==> config.mk <==
export PLATFORM = sky130hd
export DESIGN_NAME = led_sequencer
export DESIGN_NICKNAME = d
export VERILOG_FILES = /design/src/rtl/led_sequencer.sv
export SDC_FILE = /design/constraint.sdc
export NUM_CORES = 1
export LEC_CHECK = 0
export ABC_AREA = 1
export BUFFER_PORTS_ARGS = -buffer_cell sky130_fd_sc_hd__buf_4
export CAP_MARGIN = 10
export CORE_ASPECT_RATIO = 1.4
export CORE_UTILIZATION = 44
export DETAILED_ROUTE_END_ITERATION = 8
export PLACE_DENSITY_LB_ADDON = 0.2
export SLEW_MARGIN = 25
export SYNTH_ARGS = -nofsm -noshare
export SYNTH_HDL_FRONTEND = slang
export SYNTH_SLANG_ARGS = --single-unit
==> constraint.sdc <==
create_clock -name clk -period 11.6 [get_ports clk]
set_input_delay 0 -clock clk [delete_from_list [all_inputs] [get_ports clk]]
set_output_delay 0 -clock clk [all_outputs]
set_load 0.005 [all_outputs]
==> src/rtl/led_sequencer.sv <==
// led_sequencer: LED_NUM independent LED pattern channels (OFF/ON/SINGLE/BLINK_N/BLINK_CONT), ms timing via prescaler.
// Start/stop act on the next cycle, and there is no backpressure. Define LED_PWM_EN to add per-channel live brightness PWM during LIT.
module led_sequencer #(
  parameter int LED_NUM     = 4,
  parameter int SYSCLK_RATE = 100,
  parameter int TIME_W      = 16,
  parameter int CNT_W       = 8
) (
  input  logic                           clk,
  input  logic                           reset,
`ifdef LED_PWM_EN
  input  logic [LED_NUM-1:0][7:0]        brightness,
`endif
  input  logic [LED_NUM-1:0][2:0]        mode,
  input  logic [LED_NUM-1:0][TIME_W-1:0] on_ms,
  input  logic [LED_NUM-1:0][TIME_W-1:0] period_ms,
  input  logic [LED_NUM-1:0][CNT_W-1:0]  pulse_cnt,
  input  logic [LED_NUM-1:0]             start,
  input  logic [LED_NUM-1:0]             stop,
  output logic [LED_NUM-1:0]             led_out,
  output logic [LED_NUM-1:0]             busy
);

  localparam int PRE_CYC = SYSCLK_RATE * 1000;
  localparam int PRE_W   = $clog2(PRE_CYC);

  localparam logic [PRE_W-1:0]  PRE_MAX  = PRE_W'(PRE_CYC - 1);
  localparam logic [PRE_W-1:0]  PRE_ONE  = PRE_W'(1);
  localparam logic [TIME_W-1:0] TIME_ONE = TIME_W'(1);
  localparam logic [CNT_W-1:0]  CNT_ONE  = CNT_W'(1);

  localparam logic [2:0] MODE_ON         = 3'd1;
  localparam logic [2:0] MODE_SINGLE     = 3'd2;
  localparam logic [2:0] MODE_BLINK_N    = 3'd3;
  localparam logic [2:0] MODE_BLINK_CONT = 3'd4;

  typedef enum logic [1:0] {
    ST_IDLE = 2'd0,
    ST_LIT  = 2'd1,
    ST_DARK = 2'd2
  } state_e;

`ifdef LED_PWM_EN
  logic [7:0] pwm_cnt_q, pwm_cnt_d;

  always_comb begin
    pwm_cnt_d = pwm_cnt_q + 8'd1;
  end

  always_ff @(posedge clk or posedge reset) begin
    if (reset) begin
      pwm_cnt_q <= 8'd0;
    end else begin
      pwm_cnt_q <= pwm_cnt_d;
    end
  end
`endif

  for (genvar i = 0; i < LED_NUM; i++) begin : g_ch
    state_e             state_q, state_d;
    logic [2:0]         mode_q, mode_d;
    logic [TIME_W-1:0]  on_q, on_d;
    logic [TIME_W-1:0]  per_q, per_d;
    logic [CNT_W-1:0]   pcnt_q, pcnt_d;
    logic [PRE_W-1:0]   pre_q, pre_d;
    logic [TIME_W-1:0]  ms_q, ms_d;
    logic [CNT_W-1:0]   pulses_q, pulses_d;

    logic               pre_wrap;
    logic               mode_valid;
    logic [TIME_W-1:0]  lit_last;
    logic [TIME_W-1:0]  dark_last;
    logic [CNT_W-1:0]   pulse_tgt;
    logic [CNT_W-1:0]   pulses_inc;
    logic               lit;

    assign pre_wrap   = (pre_q == PRE_MAX);
    assign mode_valid = (mode[i] != 3'd0) && (mode[i] <= MODE_BLINK_CONT);
    // Last ms index of each phase; zero-length phases stretch to 1 ms.
    assign lit_last   = (on_q == '0) ? '0 : on_q - TIME_ONE;
    assign dark_last  = (per_q > on_q) ? per_q - on_q - TIME_ONE : '0;
    assign pulse_tgt  = (pcnt_q == '0) ? CNT_ONE : pcnt_q;
    assign pulses_inc = pulses_q + CNT_ONE;

    always_comb begin
      state_d  = state_q;
      mode_d   = mode_q;
      on_d     = on_q;
      per_d    = per_q;
      pcnt_d   = pcnt_q;
      pre_d    = pre_q;
      ms_d     = ms_q;
      pulses_d = pulses_q;

      if (stop[i]) begin
        state_d  = ST_IDLE;
        pre_d    = '0;
        ms_d     = '0;
        pulses_d = '0;
      end else if (start[i]) begin
        // Retrigger restarts the pattern from pulse 0 with freshly latched config.
        pre_d    = '0;
        ms_d     = '0;
        pulses_d = '0;
        if (mode_valid) begin
          state_d = ST_LIT;
          mode_d  = mode[i];
          on_d    = on_ms[i];
          per_d   = period_ms[i];
          pcnt_d  = pulse_cnt[i];
        end else begin
          state_d = ST_IDLE;
        end
      end else begin
        unique case (state_q)
          ST_LIT: begin
            if (mode_q != MODE_ON) begin
              pre_d = pre_wrap ? '0 : pre_q + PRE_ONE;
              if (pre_wrap) begin
                if (ms_q == lit_last) begin
                  ms_d = '0;
                  case (mode_q)
                    MODE_BLINK_N: begin
                      if (pulses_inc == pulse_tgt) begin
                        state_d  = ST_IDLE;
                        pulses_d = '0;
                      end else begin
                        state_d  = ST_DARK;
                        pulses_d = pulses_inc;
                      end
                    end
                    MODE_BLINK_CONT: state_d = ST_DARK;
                    MODE_SINGLE:     state_d = ST_IDLE;
                    default:         state_d = ST_IDLE;
                  endcase
                end else begin
                  ms_d = ms_q + TIME_ONE;
                end
              end
            end
          end
          ST_DARK: begin
            pre_d = pre_wrap ? '0 : pre_q + PRE_ONE;
            if (pre_wrap) begin
              if (ms_q == dark_last) begin
                ms_d    = '0;
                state_d = ST_LIT;
              end else begin
                ms_d = ms_q + TIME_ONE;
              end
            end
          end
          default: begin
          end
        endcase
      end
    end

    always_ff @(posedge clk or posedge reset) begin
      if (reset) begin
        state_q  <= ST_IDLE;
        mode_q   <= '0;
        on_q     <= '0;
        per_q    <= '0;
        pcnt_q   <= '0;
        pre_q    <= '0;
        ms_q     <= '0;
        pulses_q <= '0;
      end else begin
        state_q  <= state_d;
        mode_q   <= mode_d;
        on_q     <= on_d;
        per_q    <= per_d;
        pcnt_q   <= pcnt_d;
        pre_q    <= pre_d;
        ms_q     <= ms_d;
        pulses_q <= pulses_d;
      end
    end

    // Outputs decode straight from the state register so reset clears them immediately.
    assign lit     = (state_q == ST_LIT);
    assign busy[i] = (state_q != ST_IDLE);
`ifdef LED_PWM_EN
    assign led_out[i] = lit && (pwm_cnt_q < brightness[i]);
`else
    assign led_out[i] = lit;
`endif
  end

endmodule

==> metrics.md <==
| Metric | Value |
|---|---|
| Status | finished, final reports clean |
| Avg Cell Area, Syn | 6.999 um^2 |
| Predominant post-synthesis flop cell | dfrtp_1 |
| Worst path arrival time | 3950 ps |
| Worst-margin pin slew | 955.9 ps |
| Initial core utilization | 0.4472 |
| Num ports | 190 |
| Post-Syn Area | 0.02536 mm^2 |
| Clock share of power | 0.285 |
| PwrDens | 152.0 mW/mm^2 |
| Number of port buffers | between 150 and 200 |
| Clock transition at path regs | 60 ps |
| Sink Count | 344 |
| Final nets | 4,270 |
| Clock skew | 22.55 ps |
| # setup viols final | 0 |
| Clock Latency Late Sink | slightly below 600 ps |
| Total GRT Usage | 0.2441 |
| HP Class | input port to asynchronous set/reset pin |
| Die Wd | 204.9 um |
| Switching power total | ~1800 uW |
| Drt via density | 5.053 |
| Post-Place Cell Area | between 0.02 and 0.03 mm^2 |
| Synth Warn # | 0 |
| Critical Path End Type | register |
| H-tree levels | 2 |
| Routed len/inst | 15.00 um |
| Post-synthesis sequential area ratio | 0.3395 |
| Combinational power share | 0.399 |
| Area grow syn2layout | 20.92% |
| Site Rows | around 100 |
| Crit Reg-Reg Startpoint | g_ch[1].on_q[0] |
| Bufs on Longest Clock Path | 3 |
| Drt first pass iters | 5 |
| DP Wirelength | about 54,000 um |
| Die H | 286.1 um |
| Setup crit start kind | input port |
| Beginning of the critical path | stop[2] |
| Hold Violations, Final | 0 |
| Worst endpoint required time | 12,070 ps |
| P_leak | 0.01537 uW |
| Internal | approximately 2800 uW |
| Max transition margin | 0.3604 |
| Final WL | 71,310 um |
| RSZ-0062 raised after global routing | false |
| Gate Count Post-Synth | 3,623 |
| Vias in the first global route | 23,380 |
| Congestion Overflow GR | 0 |
| Root Driver | clkbuf_16 |
| Multi-input logic area | ~0.014 mm^2 |
| Post-route DRC | 0 |
| FF+latch count, synth | 344 |
| Fin. max-slew vios | 0 |
| Final Cell Area | ~0.031 mm^2 |
| Reg2reg end | g_ch[1].ms_q[8] |
| Fraction of layout cells with a size suffix above 1 | 0.1128 |
| Tmin final | 3480 ps |
| Syn Nets | just under 4,000 |
| Kind of critical path | input port to register |
| Maximum clock frequency | approximately 290 MHz |
| Yosys cell types | 60 |
| Vias | 24,020 |
| Post-synth EDFFs | 0 |
| Filler cells | 5,635 |
| Sequential share of power | 0.316 |
| Largest net degree at the start of global routing | 105 |
| Max-cap violations | 0 |
| Iter 0 DRT Violations | 1,460 |
| Critical Path Fanout Max | 21 |
| Worst reg2reg setup slack | 8310 ps |
| TNS Setup | 0 ps |
| Die ar. | 0.05861 mm^2 |
| First-pass GRT wire length | 116,300 um |
| Post-CTS Setup Inserts | 0 |
| Area of the core | 0.05670 mm^2 |
| Ys async rst share | 1.000 |
| ANT nets after route | 0 |
| Worst VDD drop | 126.5 uV |
| Reg2reg path depth | 19 |
| RD Place Congestion | 0.9759 |
| Fin crit share | 0.3000 |
| CTS buffer count | just over 40 |
| CTS tree | yes |
| Register area | 0.008608 mm^2 |
| Net Sw Frac | 0.3902 |
| Initial antenna violation count | 1 |
flip-flops by register name (all words and copies together), names as in the netlist:
name	cells
g_ch.on_q	64
g_ch.state_q	8
g_ch.pulses_q	32
g_ch.pre_q	68
g_ch.per_q	64
g_ch.mode_q	12
g_ch.pcnt_q	32
g_ch.ms_q	64
cell usage after synthesis (all sizes together) (3+ instances only):
master   instances  area, um^2
o21bai           4       30.03
inv            533        2001
nand2          940        3631
and3             3       18.77
a21oi          183       927.1
nand4           79       524.3
a31oi            6       37.54
nor3            80       430.4
nand3          294        1561
o31ai            3       22.52
clkbuf          31       116.4
or2             14       87.59
a21boi           7       56.30
xor2           141        1257
a2bb2oi          3       26.28
nor2           456        1769
nor4            21       137.6
o21ai          155       809.5
and2            13       81.33
mux2            77       867.1
buf             31       235.2
nand3b          40       312.8
dfrtp          344        8608
ha              96        1201
xnor2           30       262.8
fa               4       80.08
a22oi            4       30.03
o21a             7       52.55
nor3b            8       60.06
metrics by stage:
step           utilization  std cells  setup WS, ps  hold WS [ps]  power, uW
4_1_cts             0.5407       4752          8218         103.2       4695
2_1_floorplan            -       3623          2063         150.6       2833
3_5_place_dp        0.4842       4497          8283         209.5       3282
3_3_place_gp        0.4842       4497          8312         195.9       3271
6_report            0.5407       4753          8120         120.5       4662
5_1_grt             0.5407       4753          7874         177.7       5017
cell type report:
type,count,area share
multi-input cells,2682,0.4698
flip-flops and latches,344,0.2807
repair buffers,384,0.1090
inverters,535,0.06574
clock buffers,62,0.04036
well taps,735,0.02999
clock inverters,10,0.004285
diodes,1,0.00008161
timing repair:
action | CTS | global route
endpoints found under the setup margin | 0 | 0
hold endpoints to repair | 303 | 0
resized for setup | 0 | 0
hold buffers | 183 | 0
worst max-delay path: stages:
cell and delay [ps]:
dlygate4sd3_1 540, buf_4 140, nor2_1 100, dlygate4sd3_1 560, buf_4 190, inv_1 150
o21ai_1 440, inv_1 220, nand2_1 290, nand2_1 510, inv_1 310, nor3_1 90
or2_2 280, nand3_1 80, inv_1 40
routing by layer:
metal / share of wire / global-route usage / vias to the layer above
li1: - / - / 12340
met1: 0.43 / 0.2911 / 11010
met2: 0.50 / 0.4402 / 529
met3: 0.037 / 0.03133 / 142
met4: 0.036 / 0.09463 / 0
met5: 0 / 0 / -
kinds of logic after synthesis:
logic type | Yosys count | share of synthesized area
xor+xnor | 171 | 0.05995
buf+inv | 597 | 0.09306
compound gates | 384 | 0.08235
fa+ha+maj | 100 | 0.05053
mux | 78 | 0.03459
simple gates | 1949 | 0.3401
flops | 344 | 0.3395
power by group through the flow:
stage	Sequential (uW)	Combinational, uW	Clock (uW)
after CTS	1470	1850	1370
after floorplan	1450	1380	0
after detailed placement	1490	1790	0
after global routing	1490	2110	1420
after global placement	1490	1780	0
final	1470	1860	1330
cell usage in the layout (no fill, tap or decap), types with 96 or more instances in the layout:
cell           Yosys  final
nand3_1          282    281
ha_1              96     96
dlygate4sd3_1      0    183
a21oi_1          182    182
nor2_1           439    439
nand2_1          913    913
buf_4              6    201
o21ai_0          120    120
xor2_1           138    138
dfrtp_1          344    344
inv_1            518    517
worst max path at each step:
stage,slack (ps),endpoint
after floorplan,2060,g_ch[0].mode_q[0]
after global placement,8310,g_ch[1].ms_q[6]
after detailed placement,8280,g_ch[1].ms_q[10]
after CTS,8220,g_ch[2].ms_q[9]
after global routing,7870,g_ch[2].ms_q[9]
final,8120,g_ch[2].ms_q[9]
Note: power is estimated with default switching activity, not from simulation.
